### src/rtl/logic_gate_unit.sv
`default_nettype none
// ============================================================================
// Module      : logic_gate_unit
// Description : Registered bitwise gate unit. Applies one of eight two-operand
//               logic functions to WIDTH-bit operands and presents the result
//               through a one-entry valid/ready output register. Counts
//               completed output transfers (wrapping).
//               Optional macro LOGIC_GATE_UNIT_REDUCE_EN adds registered
//               AND/OR/XOR reduction flags of the result; when it is
//               undefined the flags are tied to 0.
// Revision    : 1.0 - initial release
// ============================================================================
module logic_gate_unit #(
    parameter int WIDTH = 8,
    parameter int CNT_W = 16
) (
    input  logic             clk,
    input  logic             rst,
    input  logic [WIDTH-1:0] a,
    input  logic [WIDTH-1:0] b,
    input  logic [2:0]       op,
    input  logic             in_valid,
    output logic             in_ready,
    output logic [WIDTH-1:0] y,
    output logic             out_valid,
    input  logic             out_ready,
    output logic             red_and,
    output logic             red_or,
    output logic             red_xor,
    output logic [CNT_W-1:0] xfer_cnt
);

    // Function select encoding
    localparam logic [2:0] C_OP_AND  = 3'd0;
    localparam logic [2:0] C_OP_OR   = 3'd1;
    localparam logic [2:0] C_OP_XOR  = 3'd2;
    localparam logic [2:0] C_OP_NAND = 3'd3;
    localparam logic [2:0] C_OP_NOR  = 3'd4;
    localparam logic [2:0] C_OP_XNOR = 3'd5;
    localparam logic [2:0] C_OP_NOTA = 3'd6;
    localparam logic [2:0] C_OP_PASS = 3'd7;

    // The state bit is the output-valid flag itself
    typedef enum logic [0:0] {
        S_EMPTY = 1'b0,
        S_FULL  = 1'b1
    } state_t;

    state_t             r_state;
    logic [WIDTH-1:0]   r_y;
    logic [CNT_W-1:0]   r_xfer_cnt;
    logic [WIDTH-1:0]   w_result;
    logic               w_in_xfer;
    logic               w_out_xfer;

    assign out_valid  = (r_state == S_FULL);
    // The register can take a new result whenever it is empty or being drained
    assign in_ready   = !out_valid || out_ready;
    assign w_in_xfer  = in_valid && in_ready;
    assign w_out_xfer = out_valid && out_ready;
    assign y          = r_y;
    assign xfer_cnt   = r_xfer_cnt;

    // Select the logic function applied to the operands
    always_comb begin
        w_result = '0;
        case (op)
            C_OP_AND:  w_result = a & b;
            C_OP_OR:   w_result = a | b;
            C_OP_XOR:  w_result = a ^ b;
            C_OP_NAND: w_result = ~(a & b);
            C_OP_NOR:  w_result = ~(a | b);
            C_OP_XNOR: w_result = ~(a ^ b);
            C_OP_NOTA: w_result = ~a;
            C_OP_PASS: w_result = a;
            default:   w_result = '0;
        endcase
    end

    // Output register, occupancy state and transfer counter
    always_ff @(posedge clk) begin
        if (rst) begin
            r_state    <= S_EMPTY;
            r_y        <= '0;
            r_xfer_cnt <= '0;
        end else begin
            if (w_in_xfer) begin
                r_y <= w_result;
            end
            if (w_out_xfer) begin
                r_xfer_cnt <= r_xfer_cnt + CNT_W'(1);
            end
            case (r_state)
                S_EMPTY: begin
                    if (w_in_xfer) begin
                        r_state <= S_FULL;
                    end
                end
                S_FULL: begin
                    // A simultaneous refill keeps the register full with no bubble
                    if (w_out_xfer && !w_in_xfer) begin
                        r_state <= S_EMPTY;
                    end
                end
                default: r_state <= S_EMPTY;
            endcase
        end
    end

`ifdef LOGIC_GATE_UNIT_REDUCE_EN
    logic r_red_and;
    logic r_red_or;
    logic r_red_xor;

    // Reductions of the new result, loaded on the same edge as the result
    always_ff @(posedge clk) begin
        if (rst) begin
            r_red_and <= 1'b0;
            r_red_or  <= 1'b0;
            r_red_xor <= 1'b0;
        end else if (w_in_xfer) begin
            r_red_and <= &w_result;
            r_red_or  <= |w_result;
            r_red_xor <= ^w_result;
        end
    end

    assign red_and = r_red_and;
    assign red_or  = r_red_or;
    assign red_xor = r_red_xor;
`else
    assign red_and = 1'b0;
    assign red_or  = 1'b0;
    assign red_xor = 1'b0;
`endif

endmodule
`default_nettype wire

### config.mk
export PLATFORM = sky130hd
export DESIGN_NAME = logic_gate_unit
export DESIGN_NICKNAME = d
export VERILOG_FILES = /design/src/rtl/logic_gate_unit.sv
export SDC_FILE = /design/constraint.sdc
export NUM_CORES = 1
export LEC_CHECK = 0
export BUFFER_PORTS_ARGS = -buffer_cell sky130_fd_sc_hd__buf_2
export CAP_MARGIN = 20
export CORE_MARGIN = 4
export CORE_UTILIZATION = 47
export DETAILED_ROUTE_END_ITERATION = 12
export PLACE_DENSITY_LB_ADDON = 0.3
export SYNTH_ARGS = -nofsm -noshare
export SYNTH_HDL_FRONTEND = slang
export SYNTH_SLANG_ARGS = --single-unit
### constraint.sdc
create_clock -name clk -period 1.4 [get_ports clk]
set_input_delay 0 -clock clk [delete_from_list [all_inputs] [get_ports clk]]
set_output_delay 0 -clock clk [all_outputs]
set_load 0.01 [all_outputs]
==> summary.md, run 1 <==
| Metric | Value |
|---|---|
| Status | `finished clean` |
| Port buffer count | `between 40 and 50` |
| Initial DRC Count | `between 60 and 70` |
| CP Cell Sequence | `and4_4 -> nand3_4 -> or4_4 -> a21oi_2` |
| Total routed wirelength | `between 4000 and 5000 um` |
| Slew Limit Fails | `0` |
| Setup violations, final | `0` |
| # nets final | `between 300 and 400` |
| WL per Instance | `12.5 um` |
| Core region area | `0.00374 sq mm` |
| Library cells used by synthesis | `46` |
| Total GRT Usage | `between 15 and 20%` |
| Area leader, netlist | `dfxtp_1` |
| Row count | `22` |
| Net Switching | `approximately 430 uW` |
| Critical-path maximum fanout | `6` |
| Critical path capture point type | `flip-flop` |
| 1st-pass router iterations | `4` |
| Skew final | `roughly 0.0052 ns` |
| Vias/cell | `roughly 5.3` |
| VDD IR max | `just under 0.4 mV` |
| Layout cells sized above 1 | `35.8%` |
| Die area | `roughly 0.005 sq mm` |
| Antenna violations before repair | `0` |
| CP max-delay cell | `or4_4` |
| P_leak | `1.09 nW` |
| Synth warn | `0` |
| Clock Tree Root | `clkbuf_8` |
| Predominant post-synthesis flop cell | `dfxtp_1` |
| PwrDens | `roughly 640 mW/mm^2` |
| Setup slack, reg-to-reg | `between 0.005 and 0.006 ns` |
| Synthesized netlist cell count | `between 200 and 250` |
| Post-synth top cells | `dfxtp_1 (25), inv_1 (23), nor2_1 (22)` |
| Setup TNS | `0 ns` |
| CTS Buffer Depth | `2` |
| Min-delay src | `out_ready` |
| TritonCTS clock tree | `built` |
| CP arrival | `around 1.6 ns` |
| Vias | `1,836` |
| Cell Area, Synth | `between 0.0015 and 0.002 sq mm` |
| Worst EP required | `1.61 ns` |
| Pint | `around 1.1 mW` |
| Top post-synthesis cells by area | `dfxtp_1 (27%), ha_1 (11%), inv_1 (4.6%)` |
| Antenna cells | `0` |
| RR Endpoint | `xfer_cnt[14]` |
| Top-count cell post-synth | `dfxtp_1` |
| DP Area | `about 0.0022 sq mm` |
| First-pass GRT wire length | `between 7000 and 8000 um` |
| Max_cap viols | `0` |
| Unrepaired setup endpoints after global routing | `true` |
| Gate power share | `~23%` |
| Reg power frac | `48.8%` |
| Post-synthesis sequential area ratio | `approximately 27%` |
| Power after layout | `about 1.5 mW` |
| Worst Hold Path Cells | `3` |
| Post-DRT Antenna Nets | `0` |
| Area Growth Syn to Fin | `28.1%` |
| WHS Endpoint | `xfer_cnt[1]` |
| DP Wirelength | `3320 um` |
| Largest net degree at the start of global routing | `28` |
| Num CTS Buffers | `3` |
| Synth top area share | `roughly 27%` |
| R2R Path Start | `out_valid` |
| Min Clock Period, post-route | `about 1.4 ns` |
| Residual DRC | `0` |
| Die H | `70.9 um` |
| CTS Sinks | `25` |
| Fmax | `around 720 MHz` |
| Depth of the most critical reg-to-reg path | `4` |
| Gpl congestion | `~0.78` |
| Vias in the first global route | `between 1,500 and 2,000` |
| Clock-pin slew on the worst setup and hold paths | `0.09 ns` |
| CP Class | `flip-flop to flip-flop` |
| Critical Path Source Type | `flip-flop` |
| Post-synth ARST share | `0%` |
| Fin area | `between 0.002 and 0.0025 sq mm` |
| IO Pins | `52` |
| Clk pwr share | `28.2%` |
| Final Hold Vio Count | `0` |
| Starting Density | `around half` |
| Total gr overflow | `0` |
| Crit path buf inv count | `0` |
| Switching share of power | `roughly 28%` |
| Worst-Skew Late Latency | `around 0.27 ns` |
| Final period util | `~100%` |
| Hold WC Path Type | `input pin to flip-flop` |
| Die X | `between 70 and 80 um` |
| CP max stage delay | `between 0.4 and 0.5 ns` |
| CP delay by family, top | `simple AND/OR/NAND/NOR gates` |
| H-tree depth | `1` |
| Syn avg cell area | `about 8 sq um` |
| Number of flops mapped to enable cells by yosys | `0` |
| FF+latch count, synth | `25` |
## worst register-to-register path, cell delays in order (launching register included)
cell and delay, ns:
dfxtp_4 0.36, and4_4 0.25, nand3_4 0.10, or4_4 0.49
a21oi_2 0.13
## how the worst max path moves through the flow
stage,start,to,slack [ns],depth (start not counted)
final,out_valid,xfer_cnt[14],0.005,4
after global placement,out_valid,xfer_cnt[14],-0.008,4
after floorplan,xfer_cnt[6],xfer_cnt[14],-0.02,4
after detailed placement,out_valid,xfer_cnt[14],-0.05,4
after CTS,out_valid,xfer_cnt[14],0.006,4
after global routing,out_valid,xfer_cnt[14],-0.03,4
## cell type report
class	instances	area [sq um]
clock buffers	4	45.0
flip-flops and latches	25	520
well taps	48	60.1
multi-input cells	178	1270
fillers	349	1360
inverters	23	86.3
repair buffers	69	400
## registers in the layout, summed over array words and instances, names as in the netlist
register,flops
out_valid,1
xfer_cnt,16
y,8
## metrics by stage
stage	setup slack, ns	utilization [%]	hold slack (ns)	instances
after detailed placement	-0.0533	59.6	0.251	338
after CTS	0.00575	62.2	0.0265	346
after global routing	-0.0335	63.6	0.0525	347
final	0.00549	63.6	0.0485	347
after floorplan	-0.0183	-	0.121	241
after global placement	-0.00828	59.6	0.242	338
## cells by family after synthesis
kind of cell | Yosys count | share of synthesized area, %
AO/OA/AOI/OAI | 59 | 20.5
XOR/XNOR | 10 | 4.71
adder cells (fa/ha/maj) | 17 | 11.4
buffers and inverters | 38 | 8.55
flip-flops | 25 | 26.9
multiplexers | 6 | 3.57
other | 1 | 0.202
AND/OR/NAND/NOR | 83 | 24.1
## power groups by stage
| stage | logic (mW) | registers [mW] | clock network (mW) |
|---|---|---|---|
| final | 0.351 | 0.745 | 0.431 |
| after global routing | 0.404 | 0.749 | 0.462 |
| after CTS | 0.351 | 0.745 | 0.447 |
| after detailed placement | 0.341 | 0.765 | 0 |
| after global placement | 0.332 | 0.763 | 0 |
| after floorplan | 0.216 | 0.775 | 0 |
## per-layer routing
metal	vias to the layer above	routed length (um)	part of all wire, %	GRT usage, %
li1	947	-	-	-
met1	835	1940	45	21.5
met2	51	2120	49	30.6
met3	3	248	5.7	2.27
met4	0	25	0.58	7.31
met5	-	0	0	0
## layout by cell type (no fill, tap or decap), types with 10 or more instances in the layout
cell,n
nor2_1,22
a21oi_1,12
dfxtp_1,13
dfxtp_2,10
o21ai_0,17
buf_2,48
ha_1,16
buf_4,20
inv_1,23
nand2_1,18
## what timing repair did
item	CTS	global route
resized for setup	4	11
hold buffers	1	0
pin swaps	3	4
endpoints found under the setup margin	2	7
endpoints found under the hold margin	1	0
buffers inserted	3	1
Note: power is estimated with default switching activity, not from simulation.
==> run 2, diff against run 1 <==
Settings changed: CORE_UTILIZATION 47 to 50.
Clock period 1.4 ns to 1.3 ns, I/O delays scaled along.
==> run 2 against run 1 <==
Net effect:
- the run now ends with negative setup slack left
- clock skew about the same
- routed wire length up 1.3%
- critical path type unchanged
- non-clock buffer count up 9
- register-to-register slack worse by 0.08 ns
- clock power up 9.7%
- die area down 5.3%
- sequential power up 7.2%
==> summary.md, run 2 (synthesized netlist as in run 1, its figures left out) <==
| Metric | Value |
|---|---|
| Total GRT Usage | `19.6% (was 17.5%)` |
| Die X | `69.0 um (was 70.9 um)` |
| First-pass GRT wire length | `7270 um (was 7360 um)` |
| CP delay by family, top | `simple AND/OR/NAND/NOR gates (unchanged)` |
| Max_cap viols | `0 (unchanged)` |
| Vias in the first global route | `1,749 (was 1,693)` |
| CTS Sinks | `25 (unchanged)` |
| DP Wirelength | `3380 um (was 3320 um)` |
| Worst-Skew Late Latency | `0.28 ns (was 0.27 ns)` |
| Port buffer count | `48 (unchanged)` |
| WL per Instance | `12.4 um (was 12.5 um)` |
| Fill cells | `310 (was 349)` |
| Most common cell after layout, fill and taps aside | `buf_2 (unchanged)` |
| Slew Limit Fails | `0 (unchanged)` |
| # nets final | `349 (was 340)` |
| Critical path capture point type | `flip-flop (unchanged)` |
| Max reg flops | `16 (unchanged)` |
| Seq. cell area | `527 sq um (was 520 sq um)` |
| Gpl congestion | `0.841 (was 0.778)` |
| Initial DRC Count | `47 (was 67)` |
| Pre-CTS WS | `-0.0692 ns (was -0.0533 ns)` |
| Min Hold Slack | `0.0533 ns (was 0.0485 ns)` |
| CP arrival | `1.59 ns (was 1.60 ns)` |
| Final Hold Vio Count | `0 (unchanged)` |
| Vias | `1,896 (was 1,836)` |
| Die H | `69.0 um (was 70.9 um)` |
| P_leak | `1.16 nW (was 1.09 nW)` |
| Min Clock Period, post-route | `1.38 ns (was 1.39 ns)` |
| Status | `complete, but fails checks (was finished clean)` |
| Setup violations, final | `3 (was 0)` |
| TritonCTS clock tree | `built (unchanged)` |
| Num CTS Buffers | `3 (unchanged)` |
| H-tree depth | `1 (unchanged)` |
| Antenna cells | `0 (unchanged)` |
| CP max-delay cell | `or4_1 (was or4_4)` |
| CP Cell Sequence | `and4_4 -> nand3_4 -> or4_1 -> a21oi_1 (was and4_4 -> nand3_4 -> or4_4 -> a21oi_2)` |
| CP Class | `flip-flop to flip-flop (unchanged)` |
| CP max stage delay | `0.47 ns (was 0.49 ns)` |
| Die area | `0.00476 sq mm (was 0.00502 sq mm)` |
| Skew final | `0.00515 ns (was 0.00518 ns)` |
| Total gr overflow | `0 (unchanged)` |
| Layout cells sized above 1 | `38.0% (was 35.8%)` |
| Total routed wirelength | `4390 um (was 4330 um)` |
| Final period util | `106% (was 99.6%)` |
| Post-route setup slack | `-0.0790 ns (was 0.00549 ns)` |
| Largest net degree at the start of global routing | `28 (unchanged)` |
| Power after layout | `1.66 mW (was 1.53 mW)` |
| Row count | `21 (was 22)` |
| Starting Density | `53.6% (was 49.6%)` |
| CTS Buffer Depth | `2 (unchanged)` |
| Residual DRC | `0 (unchanged)` |
| Clock-pin slew on the worst setup and hold paths | `0.09 ns (about the same)` |
| Crit path buf inv count | `0 (unchanged)` |
| Worst EP required | `1.51 ns (was 1.61 ns)` |
| Unrepaired setup endpoints after global routing | `true (unchanged)` |
| Vias/cell | `5.36 (was 5.29)` |
| Fmax | `725 MHz (was 717 MHz)` |
| Most frequent cells in the layout | `buf_2 (48), buf_4 (27), inv_1 (23) (was buf_2 (48), inv_1 (23), nor2_1 (22))` |
| Core region area | `0.00347 sq mm (was 0.00374 sq mm)` |
| Multi-input combinational cell area | `0.00128 sq mm (was 0.00127 sq mm)` |
| PwrDens | `672 mW/mm^2 (was 642 mW/mm^2)` |
| IO Pins | `52 (unchanged)` |
| VDD IR max | `0.419 mV (was 0.386 mV)` |
| R2R Path Start | `out_valid (unchanged)` |
| Critical-path maximum fanout | `5 (was 6)` |
| Min-delay src | `out_ready (unchanged)` |
| 1st-pass router iterations | `4 (unchanged)` |
| Failing checks | `negative setup slack` |
| Critical Path Source Type | `flip-flop (unchanged)` |
| Clock Tree Root | `clkbuf_8 (unchanged)` |
| Hold WC Path Type | `input pin to flip-flop (unchanged)` |
| Area Growth Syn to Fin | `33.3% (was 28.1%)` |
| Post-DRT Antenna Nets | `0 (unchanged)` |
| Crit. Startpoint | `out_valid (unchanged)` |
| Antenna violations before repair | `0 (unchanged)` |
run 2: cell count changes in the layout (fill, tap and decap cells not counted), sizes merged:
cell / change
buf: +8
clkbuf: -1
clkinvlp: +1
dlygate4sd3: +1
run 2: final timing paths:
| kind | end | slack (ns) | depth (start not counted) |
|---|---|---|---|
| worst min-delay path | xfer_cnt[1] | 0.05 | 3 |
| worst max register to register | xfer_cnt[14] | -0.08 | 4 |
| worst max-delay path | xfer_cnt[14] | -0.08 | 4 |
| worst min register to register | y[5] | 0.45 | 2 |
run 2: worst min-delay path, stage by stage:
cell	delay, ns
buf_2	0.15
nand3_1	0.09
a21oi_1	0.05
run 2: timing repair:
action	CTS	global route
setup buffers	1	1
hold buffers	2	0
resized for setup	5	23
pin swaps	6	13
hold endpoints to repair	4	0
endpoints found under the setup margin	7	17
run 2: power by group:
part / total (mW) / internal, mW / switching, mW
Combinational: 0.392 / 0.182 / 0.210
Sequential: 0.799 / 0.782 / 0.0172
Clock: 0.473 / 0.218 / 0.256
run 2: final cells by class:
type	count	area share, %
clock inverter	1	0.303
sequential	25	21.3
multi-input combinational	178	51.8
clock buffer	3	1.67
tap	46	2.32
timing repair buffer	78	19.2
inverter	23	3.49
run 2: metal layers:
layer	vias to the layer above	part of all wire, %	GRT usage, %
li1	972	-	-
met1	871	43	23.5
met3	5	6.1	2.59
met2	48	50	35.7
met5	-	0	0
met4	0	1.5	6.57
run 2: stage by stage:
step / instance area (sq um) / TNS (ns) / util, % / instances
6_report: 2480 / -0.178 / 71.4 / 354
3_3_place_gp: 2320 / -0.0685 / 66.9 / 346
2_1_floorplan: 1900 / -0.149 / - / 241
3_5_place_dp: 2320 / -0.187 / 66.9 / 346
5_1_grt: 2480 / -0.718 / 71.4 / 354
4_1_cts: 2410 / -0.186 / 69.4 / 353
